<file path="src/rtl/wave_sched_pkg.sv">
// Shared definitions for the wave_sched burst scheduler: FSM state type,
// requester-index width helper and default phase lengths.
package wave_sched_pkg;

    typedef enum logic [2:0] {
        StIdle,
        StLow1,
        StHigh,
        StLow2,
        StGap
    } wave_state_e;

    localparam int unsigned DefNReq    = 4;
    localparam int unsigned DefLow1Len = 200;
    localparam int unsigned DefHighLen = 100;
    localparam int unsigned DefLow2Len = 200;
    localparam int unsigned DefGapLen  = 16;
    localparam int unsigned DefCntW    = 16;

    // Width of an index into n requesters (at least one bit)
    function automatic int unsigned id_w(input int unsigned n);
        return (n <= 1) ? 1 : $clog2(n);
    endfunction

endpackage

</file>
<file path="src/rtl/rr_arbiter.sv">
// Combinational round-robin arbiter: picks the first pending requester at or
// after (last_i + 1) mod N_REQ. The last-grant pointer is held by the caller.
module rr_arbiter
    import wave_sched_pkg::*;
#(
    parameter int unsigned N_REQ = DefNReq,
    parameter int unsigned ID_W  = id_w(N_REQ)
) (
    input  logic [N_REQ-1:0] pending_i,
    input  logic [ID_W-1:0]  last_i,
    output logic [N_REQ-1:0] grant_o,
    output logic [ID_W-1:0]  grant_id_o,
    output logic             valid_o
);

    logic [ID_W-1:0] idx;

    // Rotating priority search; the first hit in search order wins
    always_comb begin
        grant_o    = '0;
        grant_id_o = '0;
        valid_o    = 1'b0;
        idx        = '0;
        for (int unsigned k = 1; k <= N_REQ; k++) begin
            idx = ID_W'((32'(last_i) + k) % N_REQ);
            if (!valid_o && pending_i[idx]) begin
                valid_o      = 1'b1;
                grant_id_o   = idx;
                grant_o[idx] = 1'b1;
            end
        end
    end

endmodule

</file>
<file path="src/rtl/wave_sched.sv">
// Round-robin scheduler sharing one low-high-low burst generator among N_REQ
// requesters. Optional guard gap after each burst: define WAVE_SCHED_GAP_EN.
module wave_sched
    import wave_sched_pkg::*;
#(
    parameter int unsigned N_REQ    = DefNReq,
    parameter int unsigned LOW1_LEN = DefLow1Len,
    parameter int unsigned HIGH_LEN = DefHighLen,
    parameter int unsigned LOW2_LEN = DefLow2Len,
    parameter int unsigned GAP_LEN  = DefGapLen,
    parameter int unsigned CNT_W    = DefCntW
) (
    input  logic                    clk_in,
    input  logic                    rst,
    input  logic [N_REQ-1:0]        req,
    output logic [N_REQ-1:0]        done,
    output logic                    busy,
    output logic [id_w(N_REQ)-1:0]  grant_id,
    output logic                    wave_out,
    output logic                    wave_oe
);

    localparam int unsigned ID_W = id_w(N_REQ);

    // Elaboration-time parameter sanity
    if (N_REQ < 2 || N_REQ > 8) begin : g_bad_nreq
        $error("wave_sched: N_REQ must be in 2..8");
    end
    if (LOW1_LEN == 0 || HIGH_LEN == 0 || LOW2_LEN == 0 || GAP_LEN == 0) begin : g_bad_len
        $error("wave_sched: phase lengths must be at least 1");
    end
    if (CNT_W < 32 && ((((LOW1_LEN - 1) >> CNT_W) != 0) || (((HIGH_LEN - 1) >> CNT_W) != 0) ||
                       (((LOW2_LEN - 1) >> CNT_W) != 0) || (((GAP_LEN - 1) >> CNT_W) != 0)))
    begin : g_bad_cnt_w
        $error("wave_sched: CNT_W too narrow for a phase length");
    end

    localparam logic [CNT_W-1:0] Low1Last = CNT_W'(LOW1_LEN - 1);
    localparam logic [CNT_W-1:0] HighLast = CNT_W'(HIGH_LEN - 1);
    localparam logic [CNT_W-1:0] Low2Last = CNT_W'(LOW2_LEN - 1);
`ifdef WAVE_SCHED_GAP_EN
    localparam logic [CNT_W-1:0] GapLast  = CNT_W'(GAP_LEN - 1);
`endif

    wave_state_e      state_q, state_d;
    logic [CNT_W-1:0] cnt_q, cnt_d;
    logic [N_REQ-1:0] req_d_q;
    logic [N_REQ-1:0] pending_q, pending_d;
    logic [ID_W-1:0]  last_q, last_d;
    logic [ID_W-1:0]  grant_id_q, grant_id_d;
    logic [N_REQ-1:0] done_q, done_d;
    logic [N_REQ-1:0] clr;

    logic [N_REQ-1:0] arb_grant;
    logic [ID_W-1:0]  arb_id;
    logic             arb_valid;

    rr_arbiter #(
        .N_REQ (N_REQ),
        .ID_W  (ID_W)
    ) u_arb (
        .pending_i  (pending_q),
        .last_i     (last_q),
        .grant_o    (arb_grant),
        .grant_id_o (arb_id),
        .valid_o    (arb_valid)
    );

    // Pending bits: new rising edge wins over a same-cycle grant clear
    always_comb begin
        pending_d = (pending_q & ~clr) | (req & ~req_d_q);
    end

    // Burst FSM next-state, phase counter, grant bookkeeping and done pulse
    always_comb begin
        state_d    = state_q;
        cnt_d      = cnt_q + 1'b1;
        last_d     = last_q;
        grant_id_d = grant_id_q;
        done_d     = '0;
        clr        = '0;
        unique case (state_q)
            StIdle: begin
                cnt_d = '0;
                if (arb_valid) begin
                    state_d    = StLow1;
                    grant_id_d = arb_id;
                    last_d     = arb_id;
                    clr        = arb_grant;
                end
            end
            StLow1: begin
                if (cnt_q == Low1Last) begin
                    state_d = StHigh;
                    cnt_d   = '0;
                end
            end
            StHigh: begin
                if (cnt_q == HighLast) begin
                    state_d = StLow2;
                    cnt_d   = '0;
                end
            end
            StLow2: begin
                if (cnt_q == Low2Last) begin
                    done_d = N_REQ'(1) << grant_id_q;
                    cnt_d  = '0;
`ifdef WAVE_SCHED_GAP_EN
                    state_d = StGap;
`else
                    state_d = StIdle;
`endif
                end
            end
`ifdef WAVE_SCHED_GAP_EN
            StGap: begin
                if (cnt_q == GapLast) begin
                    state_d = StIdle;
                    cnt_d   = '0;
                end
            end
`endif
            default: begin
                state_d = StIdle;
                cnt_d   = '0;
            end
        endcase
    end

    // State registers; reset points the arbiter so requester 0 is searched first
    always_ff @(posedge clk_in or negedge rst) begin
        if (!rst) begin
            state_q    <= StIdle;
            cnt_q      <= '0;
            req_d_q    <= '0;
            pending_q  <= '0;
            last_q     <= ID_W'(N_REQ - 1);
            grant_id_q <= '0;
            done_q     <= '0;
        end else begin
            state_q    <= state_d;
            cnt_q      <= cnt_d;
            req_d_q    <= req;
            pending_q  <= pending_d;
            last_q     <= last_d;
            grant_id_q <= grant_id_d;
            done_q     <= done_d;
        end
    end

    // Output decode from registered state only
    always_comb begin
        wave_oe  = (state_q == StLow1) || (state_q == StHigh) || (state_q == StLow2);
        wave_out = (state_q == StHigh);
        busy     = (state_q != StIdle);
        done     = done_q;
        grant_id = grant_id_q;
    end

endmodule

</file>
<file path="config.mk">
export PLATFORM = sky130hd
export DESIGN_NAME = wave_sched
export DESIGN_NICKNAME = d
export VERILOG_FILES = /design/src/rtl/wave_sched_pkg.sv /design/src/rtl/rr_arbiter.sv /design/src/rtl/wave_sched.sv
export SDC_FILE = /design/constraint.sdc
export NUM_CORES = 1
export LEC_CHECK = 0
export BUFFER_PORTS_ARGS = -buffer_cell sky130_fd_sc_hd__buf_2
export CELL_PAD_IN_SITES_DETAIL_PLACEMENT = 1
export CELL_PAD_IN_SITES_GLOBAL_PLACEMENT = 2
export CORE_MARGIN = 2
export CORE_UTILIZATION = 30
export CTS_CLUSTER_DIAMETER = 60
export CTS_CLUSTER_SIZE = 40
export DETAILED_ROUTE_END_ITERATION = 12
export PLACE_DENSITY_LB_ADDON = 0.3
export REMOVE_ABC_BUFFERS = 1
export SYNTH_ARGS = -nofsm -noshare
export SYNTH_HDL_FRONTEND = slang
export SYNTH_HIERARCHICAL = 1
export SYNTH_SLANG_ARGS = --single-unit
</file>
<file path="constraint.sdc">
create_clock -name clk_in -period 3.4 [get_ports clk_in]
set_clock_uncertainty 0.2 [all_clocks]
set_input_delay 0.68 -clock clk_in [delete_from_list [all_inputs] [get_ports clk_in]]
set_output_delay 0.68 -clock clk_in [all_outputs]
set_load 0.1 [all_outputs]
</file>
==> results.txt <==
Pre-antenna DRT Iters: 4
Final cell area excluding filler cells: 2520 um^2
Path type of the worst min-delay path: reg2reg
Max-slew headroom at the worst pin: 38.8%
Number of synthesized flops with an enable pin: 0
Core area: 7250 um^2
GRT Residual Overflow: 0
Kind of end point of the critical path: flop
Total power: 0.000804 W
Area share of the largest cell type after synthesis: 35.5%
Iteration-0 DRC count of the detailed router: 57
Site Rows: 31
Mapped Area: 2260 um^2
Critical path launch point type: flop
Resize count post-CTS: 0
Post-synthesis cell type with the largest combined area: sky130_fd_sc_hd__dfrtp_1
Clock tree root driver cell: sky130_fd_sc_hd__clkbuf_8
Actual slew at the worst max-slew pin: 0.918 ns
I/O pin count: 15
CTS H-Tree Depth: 2
Via count normalized by instance count: 5.28
Placed standard-cell area: 2400 um^2
Number of diodes: 0
Portion of the post-synthesis area used by sequential elements: 37.8%
Total Wirelength: 5470 um
Slew Limit Fails: 0
Die width: 90.7 um
Remaining design rule violation count: 0
Warning count from the yosys run: 6
Total track usage: 14.4%
Vias in the first global route: 1,945
Outcome: completed
Arrival time worst endpoint: 2.92 ns
Critical setup path kind: reg2reg
Clock tree from TritonCTS: done
Primary flip-flop cell chosen by synthesis mapping: sky130_fd_sc_hd__dfrtp_1
Y dimension of the die: 90.7 um
RSZ-0062 raised after global routing: false
Synth Instances: 239
MaxCap Viol Count: 0
Total power divided by cell area: 319 nW/um^2
Routed vias: 1,847
Post-CTS Hold Fix Bufs: 0
Max Freq: 0.343 GHz
Nets@finish: 270
Max Buffers Root-to-Sink: 2
Setup TNS: 0 ns
Synthesis-to-finish area growth: 11.5%
Worst Path Required: 3.40 ns
Count of buffers from port buffering: 14
Final critical-path required period: 2.91 ns
Netlist cell types: 52
ANT nets after route: 0
Clock-pin slew on the worst setup and hold paths: 0.07 ns
Worst-case hold slack: 0.220 ns
Number of antenna violations at the first check in global routing: 0
Mean post-synth cell area: 9.44 um^2
Largest net degree at the start of global routing: 35
Cell with the most instances after synthesis: sky130_fd_sc_hd__dfrtp_1
Total setup violations reported at the end of the flow: 0
Leakage power figure: 1.11 nW
Maximum ir drop on the vdd rail: 157 uV
Fraction of synthesis flops using an asynchronous set or reset pin: 100%
Crit share post-route: 85.7%
Clock insertion delay at the later pin of the skew report: 0.28 ns
Count of state elements after synthesis: 34
Initial Utilization: 31.1%
Number of sinks handled by clock tree synthesis: 34
Post-detail-place hpwl: 3900 um
Highest fanout seen on the critical path: 11
Final weighted congestion of routability-driven global placement: 0.792
Final-layout fill cell count: 883
Wire length of the first global-routing pass: 9620 um
Most common library cells after synthesis: 32 x sky130_fd_sc_hd__dfrtp_1, 22 x sky130_fd_sc_hd__inv_1, 20 x sky130_fd_sc_hd__nor3_1, 16 x sky130_fd_sc_hd__nand2_1, 14 x sky130_fd_sc_hd__ha_1
Die Area: 8230 um^2
Proportion of layout cells with a drive suffix above 1: 14.7%
Postcts setup bufs: 0
Number of buffers created by CTS: 5
Synth top area cells: sky130_fd_sc_hd__dfrtp_1 35%, sky130_fd_sc_hd__ha_1 7.8%, sky130_fd_sc_hd__nor3_1 4.4%, sky130_fd_sc_hd__xnor2_1 3.9%, sky130_fd_sc_hd__inv_1 3.7%
Number of hold violations in the final report: 0
Routed wire per std cell: 15.6 um
==> cells in the final DEF, fill, tap and decap left out, types with 8 or more instances in the layout <==
master	netlist	layout
sky130_fd_sc_hd__nand2_1	16	16
sky130_fd_sc_hd__nand4_1	12	12
sky130_fd_sc_hd__xnor2_1	10	10
sky130_fd_sc_hd__nand3_1	8	8
sky130_fd_sc_hd__inv_1	22	22
sky130_fd_sc_hd__dfrtp_1	32	32
sky130_fd_sc_hd__ha_1	14	14
sky130_fd_sc_hd__nor3_1	20	20
sky130_fd_sc_hd__buf_2	4	14
sky130_fd_sc_hd__nor2_1	8	8
==> kinds of logic after synthesis <==
| kind of cell | count (synthesis) | synth area share [%] |
|---|---|---|
| DFF | 34 | 37.8 |
| muxes | 7 | 4.32 |
| and+or+nand+nor | 95 | 24.2 |
| adders and majority gates | 14 | 7.76 |
| xor gates and xnor gates | 12 | 4.66 |
| buffers and inverters | 34 | 6.60 |
| AOI/OAI and AO/OA | 43 | 14.6 |
==> per-stage QoR <==
stage / setup WS, ns / std cells / util [%]
detailed placement: 0.487 / 342 / 33.1
global route: 0.257 / 350 / 34.7
global placement: 0.542 / 342 / 33.1
CTS: 0.467 / 350 / 34.7
floorplan: 0.767 / 227 / -
finish: 0.486 / 350 / 34.7
==> area by class of cell <==
type	instances	area, um^2	area share (%)
multi-input combinational	171	1250	49.9
clock inverter	1	30.0	1.19
clock buffer	7	86.3	3.43
inverter	22	82.6	3.28
timing repair buffer	16	85.1	3.38
tap	99	124	4.92
sequential	34	853	33.9
==> worst paths after layout <==
kind / from / endpoint / slack [ns] / depth (start not counted)
min in group asynchronous: rst / done[1] / 0.26 / 1
min: req_d_q[3] / pending_q[3] / 0.22 / 1
min reg2reg: req_d_q[3] / pending_q[3] / 0.22 / 1
max reg2reg: last_q[1] / pending_q[2] / 0.49 / 9
max in group asynchronous: rst / cnt_q[10] / 2.25 / 1
max: last_q[1] / pending_q[2] / 0.49 / 9
==> routing by layer <==
metal  vias up  wire length (um)  track usage [%]
met3         8                80             2.34
li1        899                 -                -
met5         -                 0                0
met2         8              2780             24.8
met4         0                90             5.00
met1       932              2520             18.1
==> sequential cells by signal, summed over array words and instances, names as in the netlist <==
signal	cells
cnt_q	16
done	4
grant_id	2
last_q	2
pending_q	4
req_d_q	4
state_q	2
==> critical path, cell delays in order (launching register included) <==
cell and delay [ns]:
sky130_fd_sc_hd__dfstp_2 0.65, sky130_fd_sc_hd__inv_1 0.17, sky130_fd_sc_hd__ha_1 0.54, sky130_fd_sc_hd__inv_1 0.21
sky130_fd_sc_hd__a31oi_1 0.33, sky130_fd_sc_hd__o31ai_1 0.13, sky130_fd_sc_hd__or3_1 0.38, sky130_fd_sc_hd__nand3_1 0.09
sky130_fd_sc_hd__nand2_1 0.05, sky130_fd_sc_hd__o21ai_0 0.08
==> power by group <==
part	leakage, nW	total, W	internal, W	switching (W)
Sequential	0.418	0.000407	0.000407	0.000000465
Combinational	0.635	0.0000120	0.00000236	0.00000960
Clock	0.0585	0.000384	0.000239	0.000145
Note: power is estimated with default switching activity, not from simulation.
